$ cat config.mk
export PLATFORM = sky130hd
export DESIGN_NAME = proc_front_panel
export DESIGN_NICKNAME = d
export VERILOG_FILES = /design/src/rtl/proc_front_panel.sv
export SDC_FILE = /design/constraint.sdc
export NUM_CORES = 1
export LEC_CHECK = 0
export BUFFER_PORTS_ARGS = -buffer_cell sky130_fd_sc_hd__buf_2
export CAP_MARGIN = 10
export CELL_PAD_IN_SITES_DETAIL_PLACEMENT = 1
export CELL_PAD_IN_SITES_GLOBAL_PLACEMENT = 2
export CORE_UTILIZATION = 36
export DETAILED_ROUTE_END_ITERATION = 8
export HOLD_SLACK_MARGIN = 0.12
export PLACE_DENSITY = 0.9
export SLEW_MARGIN = 20
export SYNTH_ARGS = -nofsm -noshare
export SYNTH_HDL_FRONTEND = slang
export SYNTH_SLANG_ARGS = --single-unit
$ cat constraint.sdc
create_clock -name Clock -period 5.7 [get_ports Clock]
set_input_delay 1.425 -clock Clock [delete_from_list [all_inputs] [get_ports Clock]]
set_output_delay 1.425 -clock Clock [all_outputs]
set_load 0.05 [all_outputs]
$ cat src/rtl/proc_front_panel.sv
// Board front-end for the simple processor: debounced buttons, DIN assembly,
// Run generation (level or single-step), Done capture and 7-segment display.

module proc_front_panel_btn #(
    parameter int DEBOUNCE_CYCLES = 4
) (
    input  logic Clock,
    input  logic Reset,
    input  logic raw,
    output logic pulse
);
    localparam int CW = $clog2(DEBOUNCE_CYCLES + 1);

    logic          sync1;
    logic          sync2;
    logic          level;
    logic          level_d;
    logic          block;
    logic [1:0]    vld;
    logic [CW-1:0] cnt;

    always_ff @(posedge Clock) begin
        if (Reset) begin
            sync1   <= 1'b0;
            sync2   <= 1'b0;
            level   <= 1'b0;
            level_d <= 1'b0;
            block   <= 1'b1;
            vld     <= 2'b00;
            cnt     <= '0;
            pulse   <= 1'b0;
        end else begin
            sync1   <= raw;
            sync2   <= sync1;
            vld     <= {vld[0], 1'b1};
            level_d <= level;
            if (sync2 != level) begin
                if (cnt == CW'(DEBOUNCE_CYCLES - 1)) begin
                    level <= sync2;
                    cnt   <= '0;
                end else begin
                    cnt <= cnt + 1'b1;
                end
            end else begin
                cnt <= '0;
            end
            // A button held through reset stays blocked until seen released
            if (vld[1] && !sync2 && !level)
                block <= 1'b0;
            pulse <= level & ~level_d & ~block;
        end
    end
endmodule

module proc_front_panel #(
    parameter int DATA_W          = 16,
    parameter int CHUNK_W         = 8,
    parameter int DEBOUNCE_CYCLES = 4,
    parameter int COUNT_W         = 16,
    localparam int NUM_CHUNKS     = DATA_W / CHUNK_W,
    localparam int SEL_W          = (NUM_CHUNKS > 1) ? $clog2(NUM_CHUNKS) : 1,
    localparam int NUM_DIGITS     = DATA_W / 4
) (
    input  logic                    Clock,
    input  logic                    Reset,
    input  logic [CHUNK_W-1:0]      Sw_data,
    input  logic [SEL_W-1:0]        Chunk_sel,
    input  logic                    Load_btn,
    input  logic                    Step_btn,
    input  logic                    Mode,
    input  logic                    Run_sw,
    input  logic [1:0]              Disp_sel,
    input  logic [DATA_W-1:0]       BusWires,
    input  logic                    Done,
    output logic [DATA_W-1:0]       DIN,
    output logic                    Run,
    output logic                    Busy,
    output logic [COUNT_W-1:0]      Instr_count,
    output logic [7*NUM_DIGITS-1:0] Hex
);
    typedef enum logic {IDLE, ACTIVE} state_t;

    state_t              state;
    state_t              state_nx;
    logic                load_pulse;
    logic                step_pulse;
    logic                done_d;
    logic                done_rise;
    logic                abort;
    logic                skip;
    logic [DATA_W-1:0]   cap;
    logic [DATA_W-1:0]   src;

    function automatic logic [6:0] seg7(input logic [3:0] n);
        unique case (n)
            4'h0: seg7 = 7'b1000000;
            4'h1: seg7 = 7'b1111001;
            4'h2: seg7 = 7'b0100100;
            4'h3: seg7 = 7'b0110000;
            4'h4: seg7 = 7'b0011001;
            4'h5: seg7 = 7'b0010010;
            4'h6: seg7 = 7'b0000010;
            4'h7: seg7 = 7'b1111000;
            4'h8: seg7 = 7'b0000000;
            4'h9: seg7 = 7'b0010000;
            4'hA: seg7 = 7'b0001000;
            4'hB: seg7 = 7'b0000011;
            4'hC: seg7 = 7'b1000110;
            4'hD: seg7 = 7'b0100001;
            4'hE: seg7 = 7'b0000110;
            4'hF: seg7 = 7'b0001110;
        endcase
    endfunction

    proc_front_panel_btn #(
        .DEBOUNCE_CYCLES(DEBOUNCE_CYCLES)
    ) u_load (
        .Clock(Clock),
        .Reset(Reset),
        .raw  (Load_btn),
        .pulse(load_pulse)
    );

    proc_front_panel_btn #(
        .DEBOUNCE_CYCLES(DEBOUNCE_CYCLES)
    ) u_step (
        .Clock(Clock),
        .Reset(Reset),
        .raw  (Step_btn),
        .pulse(step_pulse)
    );

    assign done_rise = Done & ~done_d;
    assign abort     = (state == ACTIVE) && !Mode;
    assign Busy      = (state == ACTIVE);

    always_comb begin
        state_nx = state;
        unique case (state)
            IDLE:
                if (Mode && step_pulse)
                    state_nx = ACTIVE;
            ACTIVE:
                if (!Mode || Done)
                    state_nx = IDLE;
        endcase
    end

    always_ff @(posedge Clock) begin
        if (Reset) begin
            state <= IDLE;
            Run   <= 1'b0;
        end else begin
            state <= state_nx;
            Run   <= Mode ? (state_nx == ACTIVE) : Run_sw;
        end
    end

    // An instruction aborted by leaving step mode is not counted
    always_ff @(posedge Clock) begin
        if (Reset) begin
            done_d      <= 1'b0;
            skip        <= 1'b0;
            cap         <= '0;
            Instr_count <= '0;
        end else begin
            done_d <= Done;
            if (done_rise)
                cap <= BusWires;
            if (done_rise && !skip && !abort && (Instr_count != '1))
                Instr_count <= Instr_count + 1'b1;
            if (abort)
                skip <= 1'b1;
            else if (done_rise)
                skip <= 1'b0;
        end
    end

    always_ff @(posedge Clock) begin
        if (Reset) begin
            DIN <= '0;
        end else if (load_pulse) begin
            for (int c = 0; c < NUM_CHUNKS; c++)
                if (Chunk_sel == SEL_W'(c))
                    DIN[c*CHUNK_W +: CHUNK_W] <= Sw_data;
        end
    end

    always_comb begin
        src = BusWires;
        unique case (Disp_sel)
            2'd0: src = BusWires;
            2'd1: src = cap;
            2'd2: src = DIN;
            2'd3: src = DATA_W'(Instr_count);
        endcase
    end

    always_ff @(posedge Clock) begin
        if (Reset) begin
            for (int i = 0; i < NUM_DIGITS; i++)
                Hex[7*i +: 7] <= 7'b1000000;
        end else begin
            for (int i = 0; i < NUM_DIGITS; i++)
                Hex[7*i +: 7] <= seg7(src[4*i +: 4]);
        end
    end
endmodule

Word level (Yosys, flattened, before mapping)
Memory sizes are Yosys's and may differ from the RTL's. A register that Yosys moved wholly into a read port is not among the register bits.
Index checks and enable logic that the tools add are counted.
W data, S select, Z words.
{"block": "totals", "regBits": 74, "rom_bits": 448, "inputBits": 34, "output_inout_bits": 62, "elab_cells": 89, "mem_count": 4}
{"block": "op_classes", "addsub": 3, "eq_ne": 8, "n_mux": 9, "bitwise_logic": 14, "n_reduce_logical": 25}
{"name": "(name not given)", "words": 16, "width": 7, "read_ports": 1, "rd_ports_with_merged_regs": 1, "write_ports": 0, "line_no": "95", "text": "unique case (n)"}
{"name": "(name not given)", "words": 16, "width": 7, "read_ports": 1, "rd_ports_with_merged_regs": 1, "write_ports": 0, "line_no": "95"}
{"name": "(name not given)", "words": 16, "width": 7, "read_ports": 1, "rd_ports_with_merged_regs": 1, "write_ports": 0, "line_no": "95"}
{"name": "(name not given)", "words": 16, "width": 7, "read_ports": 1, "rd_ports_with_merged_regs": 1, "write_ports": 0, "line_no": "95"}
{"operator": "$pmux W16 S4", "count": 1}
{"operator": "$add A16 B1 Y16 const B", "count": 1}
{"operator": "$ne A16 B16 Y1 const B", "count": 1}
{"operator": "$logic_and A1 B1 Y1", "count": 9}
{"operator": "$not A1 Y1", "count": 9}
{"operator": "$reduce_and A2 Y1", "count": 4}
{"operator": "$logic_not A1 Y1", "count": 7}
{"operator": "$mux W1", "count": 7}
{"operator": "$add A3 B1 Y3 const B", "count": 2}
{"operator": "$eq A3 B2 Y1 const B", "count": 2}
{"operator": "$reduce_or A3 Y1", "count": 2}
{"operator": "$and A1 B1 Y1", "count": 5}
{"operator": "$eq A2 B2 Y1 const B", "count": 2}
{"operator": "$eq A2 B1 Y1 const B", "count": 1}
{"operator": "$logic_not A2 Y1", "count": 1}
{"operator": "$ne A1 B1 Y1", "count": 2}
{"operator": "$pmux W1 S2", "count": 1}
{"operator": "$reduce_bool A2 Y1", "count": 1}
{"operator": "$logic_or A1 B1 Y1", "count": 1}

Depth between registers and ports, before layout
{"block": "logic_depth", "ltp_word": 5, "depth_mapped": 9, "ltp_nobuf": 7}

Cells and area by module
Synthesis repeated with hierarchy kept, for this count alone.
{"block": "unflattened", "hier_cells": 528, "hier_area_um2": 5003.5}
{"module": "proc_front_panel", "n_inst": 1, "cells_each": 468, "area_each_um2": 4277.9, "seq_area_each_um2": 1601.5}
{"module": "proc_front_panel_btn", "n_inst": 2, "cells_each": 30, "area_each_um2": 362.8, "seq_area_each_um2": 220.2}

Worst setup path before layout
Ideal clock, no wire load.
{"block": "synth_timing", "path_kind": "input to register", "from": "input port Disp_sel[0]", "to": "register Hex[26]", "setup_ps": 128, "arrival_ps": 3027, "t_required_ps": 5572, "slack_ps": 2545, "stages": 7, "n_path_buf": 2, "cell_sequence": "buf_6 buf_12 mux4_1 ha_1 mux2_4 a21oi_1 nor2_1"}
{"block": "synth_between", "elab_chain_cells": 2, "word_cells_on_any_way": 5, "classes_between": "eq/ne: 3; mux: 1; reduce/logical: 1"}
{"item": "start, declared", "line_no": "72", "text": "input logic [1:0] Disp_sel,"}
{"item": "$eq A2 B2 Y1, or another cell as far along", "line_no": "191", "text": "unique case (Disp_sel)"}
{"item": "$pmux W16 S4 (*)", "line_no": "191"}
{"item": "end, declared", "line_no": "79", "text": "output logic [7*NUM_DIGITS-1:0] Hex"}
Mark *: on every way between the ends. The rest lies on a longest branch, timed or not.
A chain may end at the register's enable or synchronous reset.

Worst setup path in the final report
{"block": "layout_timing", "from": "input port Disp_sel[0]", "to": "register Hex[10]"}
Same word-level chain as after synthesis.

==> summary.txt <==
Power
  – Pwr dens: roughly 270 nW/um^2
  – Max VDD drop: 0.1191 mV
  – Leakage: about 2.4 nW

Layout
  – Area delta synth->final: 17.23%
  – Fin cells: roughly 780
  – Final Net Count: approximately 660
  – Post-route cell area: about 5700 um^2
  – Antenna Cells: 0
  – Share of cells above drive strength 1: between 20% and 30%

Setup path
  – Worst setup EP type: register
  – RR Startpoint: Instr_count[8]
  – Critical-path maximum fanout: 16
  – Reg2Reg Depth: 4
  – CP Class: in -> reg
  – Critical Path Source Type: primary input
  – CP arrival: between 3000 and 4000 ps
  – Reg-to-reg slack, setup: between 3000 and 4000 ps
  – Crit path to: Hex[10]
  – Crit path launch: Disp_sel[0]
  – Crit path required time: between 5000 and 6000 ps
  – RR Endpoint: Instr_count[9]

Global routing
  – Met2 Track Usage GR: about a third
  – Vias in the first global route: just over 4000
  – Antenna violations before repair: 0
  – Largest net degree at the start of global routing: 52
  – Peak-usage layer in the global routing report: met2
  – Total track usage: 19.83%
  – Met3 Usage GRT: under 10%
  – First-pass GRT wire length: ~21 mm
  – Met1 Usage GRT: 24.40%
  – GRT overflow: 0

Route
  – DRT Pass-1 Iters: 5
  – Vias after detailed routing: between 4000 and 5000
  – DRC violations left: 0
  – Via density: just over 5
  – Final antenna-violating net count: 0
  – Post-DR wirelength/cell: between 15 and 20 um
  – DRT iter0 DRCs: 175
  – Total wire length: roughly 13 mm

Synth
  – Syn Inst Count: 518
  – Sequential fraction of the synthesis area: between 40% and 50%
  – EDFF count, synth: 0
  – Syn Nets: ~580
  – Synth Flop Type: dfxtp_1
  – Synth async-reset ratio: 0%
  – Distinct cells, synth: 48
  – Mapped Area: between 4000 and 5000 um^2
  – Yosys top cell area share: 40.91%
  – Syn_area_per_cell: 9.447 um^2
  – Synth area leaders: dfxtp_1 41%, mux4_1 7.5%, ha_1 7.4%, mux2i_1 4.9%, nand2_1 4.9%
  – Number of synthesized register bits: 100
  – Post-synth top area cell: dfxtp_1
  – Synth warn: 0

Die
  – Die Wd: between 100 and 150 um
  – Initial Utilization: a little under two fifths
  – Die area: between 10000 and 15000 um^2
  – Core outline area: between 10000 and 15000 um^2
  – Rows: 42
  – Die height: 118.6 um
  – # IOs: between 90 and 100

Timing
  – Hold WS: about 420 ps
  – Worst slew margin: a little under half
  – Tcrit/Tclk final: between 50% and 60%
  – Fmax: between 300 and 400 MHz
  – Min cycle time layout: 3178 ps
  – Final setup violating endpoints: 0
  – Final Hold Viols: 0
  – Final Skew: ~7.9 ps
  – RSZ-0062 raised after global routing: no
  – Tightest Pin Transition: approximately 820 ps
  – Max Transition Viols Final: 0
  – TNS Setup: 0 ps

Placement
  – Dpl hpwl: around 9.7 mm
  – RD Place Congestion: 0.8421
  – Port bufs: 95
  – Placed cells: 761
  – Area after DPL: between 5000 and 6000 um^2

Clock network
  – Clock transition at the registers of the reported paths: 70 ps
  – Post-CTS setup buffer count: 0
  – Clock Sinks: 100
  – CTS tree: done
  – Root Driver: clkbuf_16
  – H-tree levels: 3
  – CTS Hold Buffers Added: 0
  – Resize count post-CTS: 0
  – Worst-Skew Late Latency: 360 ps
  – TritonCTS Buffers: 9
  – Max Root-Sink Buffers: 2

Run
  – Max Cap Viol: 0

Hold path
  – Hold depth: 1
  – Hold WC Path Type: reg -> reg

Run status
  – Outcome: completed
-- how the worst min path moves through the flow --
stage | start | endpoint
2_1_floorplan | u_load.level_d | u_load.pulse
3_3_place_gp | u_step.level_d | u_step.pulse
3_5_place_dp | u_step.level_d | u_step.pulse
4_1_cts | u_step.level_d | u_step.pulse
5_1_grt | u_step.level_d | u_step.pulse
6_report | u_step.level_d | u_step.pulse
-- cells by family after synthesis --
logic type / synth area share (%)
AO/OA/AOI/OAI: 10.64
XOR/XNOR: 0.3580
adder cells (fa/ha/maj): 7.415
buffers and inverters: 5.318
flip-flops: 40.91
multiplexers: 16.03
AND/OR/NAND/NOR: 19.33
-- cells in the mapped netlist (2+ instances only) --
library cell and instances:
or4_1 5, nand4_1 5, a21oi_1 44, nor3_1 5, a22oi_1 4, and4_1 2, nor2b_1 10, mux4_1 14
o211ai_1 4, mux4_2 2, o31ai_1 9, nor2_1 46, and2_1 3, nand2b_1 3, mux2_2 9, o311ai_1 3
xnor2_1 2, nor4_1 5, nor3b_1 3, a31oi_1 4, o21ai_0 10, buf_6 3, a211oi_1 4, and3_1 3
or3_1 8, nand2_1 64, nand3_1 25, ha_1 29, buf_1 3, nand3b_1 4, mux2i_1 24, clkbuf_1 14
mux2_4 2, dfxtp_1 100, inv_1 23, buf_2 8
-- per-stage QoR --
| step | util [%] | total power, W | worst slack (ps) |
|---|---|---|---|
| floorplan | - | 0.0009026 | 2545 |
| finish | 43.32 | 0.001547 | 2522 |
| global route | 43.32 | 0.001622 | 2326 |
| detailed placement | 41.09 | 0.0009559 | 2122 |
| CTS | 43.32 | 0.001565 | 2490 |
| global placement | 41.09 | 0.0009488 | 2237 |
-- layer usage --
metal  vias up  wire [um]
met1      1941       5932
met4         0        255
met2        85       6496
met5         -          0
li1       1997          -
met3        17        614
-- cells in the final DEF, fill, tap and decap left out, types with 10 or more instances in the layout --
| master | synthesis | routed |
|---|---|---|
| nand3_1 | 25 | 25 |
| nor2_1 | 46 | 46 |
| dfxtp_1 | 100 | 100 |
| nand2_1 | 64 | 64 |
| mux2i_1 | 24 | 24 |
| nor2b_1 | 10 | 10 |
| mux4_1 | 14 | 14 |
| ha_1 | 29 | 29 |
| inv_1 | 23 | 23 |
| o21ai_0 | 10 | 10 |
| buf_2 | 8 | 95 |
| a21oi_1 | 44 | 44 |
-- area by class of cell --
cell class	count	area, um^2
inverter	24	90.09
timing repair buffer	98	498.0
tap	176	220.2
clock buffer	11	252.7
sequential	100	2002
fill	1565	7506
multi-input combinational	363	2631
clock inverter	5	42.54
-- power by group --
part / leakage (nW) / total, W / switching, W / internal, W
Clock: 0.143 / 0.000608 / 0.000282 / 0.000326
Sequential: 0.815 / 0.000732 / 0.00000966 / 0.000722
Combinational: 1.49 / 0.000208 / 0.000142 / 0.0000658
Total: 2.45 / 0.00155 / 0.000434 / 0.00111
-- registers in the layout, indices dropped and copies added (netlist names), 2 cells and up --
name         count
Hex             28
Instr_count     16
u_load.cnt       3
u_step.vld       2
cap             16
u_step.cnt       3
DIN             16
-- worst max-delay path: stages --
cell	delay (ps)
buf_2	390
mux4_1	750
inv_1	190
ha_1	270
mux2i_1	140
nor2_1	50
a211oi_1	220
Power figures use the tool's default switching activity.
